## config.mk

```make
export PLATFORM = sky130hd
export DESIGN_NAME = pipe_stage_reg
export DESIGN_NICKNAME = d
export VERILOG_FILES = /design/src/rtl/pipe_stage_reg.sv
export SDC_FILE = /design/constraint.sdc
export NUM_CORES = 1
export LEC_CHECK = 0
export CAP_MARGIN = 0
export CORE_MARGIN = 2
export CORE_UTILIZATION = 49
export CTS_CLUSTER_DIAMETER = 60
export CTS_CLUSTER_SIZE = 10
export DETAILED_ROUTE_END_ITERATION = 6
export PLACE_DENSITY = 0.8
export SLEW_MARGIN = 20
export SYNTH_ARGS = -nofsm -noshare
export SYNTH_HDL_FRONTEND = slang
export SYNTH_SLANG_ARGS = --single-unit
```

## constraint.sdc

```tcl
create_clock -name clkIn -period 2.2 [get_ports clkIn]
set_input_delay 0.44 -clock clkIn [delete_from_list [all_inputs] [get_ports clkIn]]
set_output_delay 0.44 -clock clkIn [all_outputs]
set_load 0.05 [all_outputs]
```

## src/rtl/pipe_stage_reg.sv

```systemverilog
// Generic pipeline stage register: payload + control vector with valid/ready
// handshake, stall, synchronous flush and an optional registered-ready skid entry.
module pipe_stage_reg #(
  parameter int DATA_W = 167,
  parameter int CTRL_W = 12,
  parameter int SKID   = 1
) (
  input  logic              clkIn,
  input  logic              resetn,
  input  logic              flushIn,
  input  logic              inValid,
  output logic              inReady,
  input  logic [DATA_W-1:0] dataIn,
  input  logic [CTRL_W-1:0] ctrlIn,
  output logic              outValid,
  input  logic              outReady,
  output logic [DATA_W-1:0] dataOut,
  output logic [CTRL_W-1:0] ctrlOut,
  output logic [1:0]        occ
);

  typedef enum logic [1:0] {
    EMPTY = 2'd0,
    BUSY  = 2'd1,
    FULL  = 2'd2
  } state_t;

  state_t state, stateNxt;

  logic inRdyReg, inRdyNxt;
  logic loadH, loadS, moveS;
  logic accept, emit;
  logic vld_p0, vld_p1;

  logic [DATA_W-1:0] hData_p0;
  logic [CTRL_W-1:0] hCtrl_p0;
  logic [DATA_W-1:0] sData_p1;
  logic [CTRL_W-1:0] sCtrl_p1;

  // Head entry valid whenever anything is held; skid entry valid only when full.
  assign vld_p0 = (state != EMPTY);
  assign vld_p1 = (state == FULL);

  // In skid mode the ready comes straight from a flop so the downstream stall
  // never ripples through this stage; single-entry mode passes it through.
  assign inReady  = (SKID != 0) ? inRdyReg : (~vld_p0 | outReady);
  assign accept   = inValid & inReady;
  assign emit     = vld_p0 & outReady;

  assign outValid = vld_p0;
  assign dataOut  = hData_p0;
  assign ctrlOut  = vld_p0 ? hCtrl_p0 : '0;
  assign occ      = {vld_p1, vld_p0 & ~vld_p1};

  // Next-state and entry load decisions from the handshake; flush overrides.
  always_comb begin
    stateNxt = state;
    loadH    = 1'b0;
    loadS    = 1'b0;
    moveS    = 1'b0;
    case (state)
      EMPTY: begin
        if (accept) begin
          stateNxt = BUSY;
          loadH    = 1'b1;
        end
      end
      BUSY: begin
        if (accept && emit) begin
          loadH = 1'b1;
        end else if (accept) begin
          if (SKID != 0) begin
            stateNxt = FULL;
            loadS    = 1'b1;
          end else begin
            loadH = 1'b1;
          end
        end else if (emit) begin
          stateNxt = EMPTY;
        end
      end
      FULL: begin
        if (emit) begin
          stateNxt = BUSY;
          moveS    = 1'b1;
        end
      end
      default: stateNxt = EMPTY;
    endcase
    if (flushIn) begin
      stateNxt = EMPTY;
      loadH    = 1'b0;
      loadS    = 1'b0;
      moveS    = 1'b0;
    end
    inRdyNxt = (stateNxt != FULL);
  end

  // Control state and registered ready; reset wins over flush and handshake.
  always_ff @(posedge clkIn) begin
    if (!resetn) begin
      state    <= EMPTY;
      inRdyReg <= 1'b1;
    end else begin
      state    <= stateNxt;
      inRdyReg <= inRdyNxt;
    end
  end

  // Payload storage: head loads from input or is refilled from the skid entry.
  always_ff @(posedge clkIn) begin
    if (!resetn) begin
      hData_p0 <= '0;
      hCtrl_p0 <= '0;
      sData_p1 <= '0;
      sCtrl_p1 <= '0;
    end else begin
      if (loadH) begin
        hData_p0 <= dataIn;
        hCtrl_p0 <= ctrlIn;
      end else if (moveS) begin
        hData_p0 <= sData_p1;
        hCtrl_p0 <= sCtrl_p1;
      end
      if (loadS) begin
        sData_p1 <= dataIn;
        sCtrl_p1 <= ctrlIn;
      end
    end
  end

endmodule
```

==> impl_metrics.ini <==
[status]
status = complete, no violations

[pwr]
power_density_nw_per_um2 = 784
p_switching_uw = 4040
static-leakage-power_uw = 0.00689
seq_power_share_pct = 45.0
p_int_uw = 11400
vdd_ir_drop_max_mv = 0.525
switching_share_pct = 26.1
combPwrFrac_pct = 15.3
clkPwrFrac_pct = 39.7

[setup_path]
cp-start-kind = register
critPathSlowestCell = clkdlybuf4s50_1
crit_buf_inv = 1
worstSetupPathType = register to output port
max_stage_delay_ns = 0.87
cp_max_fo = 2
crit_chain = clkdlybuf4s50_1
crit_family = buffers and inverters
cp_data_arrival_time_ns = 1.73
worst-endpoint-required_ns = 1.76
cp-end-kind = output port

[global_route]
gr-usage-all-layers_pct = 25.9
grt_max_degree = 110
antenna_found_initial = 1
grt_first_pass_wirelength_mm = 65.6
grt-ovfl-total = 0
grt_pass1_vias = 13000

[finish]
final_common_cell = nand2_1
area_growth_pct = 36.9
fillers = 2279
drive_above_1_share_pct = 6.35
final_util_pct = 68.5
final_cell_mix = nand2_1, dfxtp_1, clkdlybuf4s50_1, a31oi_1, a21boi_0
fin_nets = 2307
stdcell_area_um2 = 19800

[die]
io_pins = 367
std_cell_rows = 62
die-width_um = 176
die_area_um2 = 30800
start_util_pct = 50.0
core_um2 = 28900
fp.dieH_um = 176

[timing]
worstMarginPinSlew_ns = 0.592
maxSlewHeadroom_pct = 60.4
period_needed_ns = 2.17
skew_ns = 0.0154
setup-tns-final_ns = 0
finalMaxSlewViolations = 0
setup_violations = 0
clock.fmax_ghz = 0.462
min_period_over_period_pct = 98.4
hold_violations = 0
rsz0062_at_grt = false

[drt]
vias = 13700
drt_pass1_iterations = 5
drt-initial-drc-count = 1106
finalWirelength_mm = 41.2
vias_per_cell = 5.45
drt-wirelength-per-cell_um = 16.4
ant_nets = 0
drc = 0

[cts]
clock_latency_ns = 0.52
holdBufCountCts = 0
clockBufferDepth = 3
path_clk_slew_ns = 0.06
postCtsSetupRepairBufs = 0
cts.repair.resized = 1
cts_tree = built
clock_sink_count = 361
cts-root-buf = clkbuf_16
cts_made_buffers = 42
htree_levels = 2

[synthesis]
synth_seq_cells = 361
synthCells = 1808
synth.distinct_cells = 24
yosysSeqAreaShare_pct = 50.1
syn-num-nets = 1992
syn-cell-area_um2 = 14400
yosysWarnings = 0
syn_avg_cell_area_um2 = 7.98

[placed_design]
port_buffers = 366
place.gp.congestion = 0.840
dp.final_hpwl_mm = 27.3
placed_area_um2 = 18600

[job]
drv_cap = 0

[worst_hold_path]
min_path_type = input port to register
area by class of cell:
type                       instances  area (µm²)  share of cell area, %
timing repair buffer             434        4620                   23.4
inverter                           2        7.51                 0.0380
sequential                       361        7230                   36.6
multi-input combinational       1282        6250                   31.7
clock inverter                     2        37.5                  0.190
tap                              384         480                   2.43
clock buffer                      45        1130                   5.70
antenna                            1        2.50                 0.0127
synthesized netlist by cell type:
cell type,instances,area (µm²)
a21boi_0,179,1340
a21oi_1,2,10.0
a31oi_1,179,1120
and2b_1,1,7.51
and3b_1,3,26.3
buf_2,38,190
buf_4,6,45.0
buf_6,36,405
clkbuf_1,83,312
dfxtp_1,361,7230
inv_1,2,7.51
mux2i_1,1,10.0
nand2_1,717,2690
nand2b_1,1,6.26
nand3b_1,2,15.0
nor2_1,2,7.51
nor2b_1,12,75.1
nor2b_2,1,8.76
o21ai_0,38,190
o21ai_1,140,701
o21ai_2,1,8.76
o22a_1,1,8.76
or3_1,1,6.26
or4_1,1,7.51
kinds of logic after synthesis:
| kind of cell | Yosys count | synth area share, % |
|---|---|---|
| DFF | 361 | 50.1 |
| and+or+nand+nor | 741 | 19.8 |
| AOI/OAI and AO/OA | 540 | 23.4 |
| muxes | 1 | 0.0694 |
| buffers and inverters | 165 | 6.65 |
path summary, 6_finish.rpt:
check / start / to / slack (ns) / cells after the start
setup / recovery: dataOut[144] / dataOut[144] / 0.03 / 1
hold / removal: resetn / sData_p1[0] / 0.43 / 2
setup reg to reg: state[0] / dataOut[139] / 0.30 / 5
hold reg to reg: sData_p1[71] / sData_p1[71] / 0.46 / 2
sequential cells by signal, indices dropped and copies added, names as in the netlist:
| register | flops |
|---|---|
| inReady | 1 |
| sData_p1 | 167 |
| sCtrl_p1 | 12 |
| state | 2 |
| dataOut | 167 |
| hCtrl_p0 | 12 |
power groups by stage:
| stage | clock network [µW] | logic [µW] | registers (µW) |
|---|---|---|---|
| after floorplan | 0 | 655 | 7810 |
| after global placement | 0 | 2330 | 7090 |
| after detailed placement | 0 | 2370 | 7100 |
| after CTS | 6240 | 2380 | 6960 |
| after global routing | 6520 | 2510 | 6990 |
| final | 6140 | 2370 | 6960 |
metrics by stage:
| step | worst slack (ns) | hold slack (ns) | total power, µW | instances |
|---|---|---|---|---|
| 2_1_floorplan | 0.324 | 0.444 | 8460 | 1808 |
| 3_5_place_dp | -0.107 | 0.456 | 9470 | 2463 |
| 5_1_grt | 0.000288 | 0.433 | 16000 | 2511 |
| 4_1_cts | 0.00811 | 0.418 | 15600 | 2510 |
| 6_report | 0.0347 | 0.429 | 15500 | 2511 |
| 3_3_place_gp | -0.0838 | 0.449 | 9430 | 2463 |
routing by layer:
metal  vias to the layer above  routed length (µm)  track usage, %
li1                       6664                   -               -
met1                      6386               16700            32.1
met2                       538               19900            43.7
met3                       101                3120            5.69
met4                         0                1540            10.6
met5                         -                   0               0
worst reg2reg max path: stages (launching register included):
cell and delay, ns:
dfxtp_1 0.34, nor2b_2 0.18, or4_4 0.55, buf_12 0.23, o21ai_0 0.40, a31oi_1 0.07
Power figures use the tool's default switching activity.
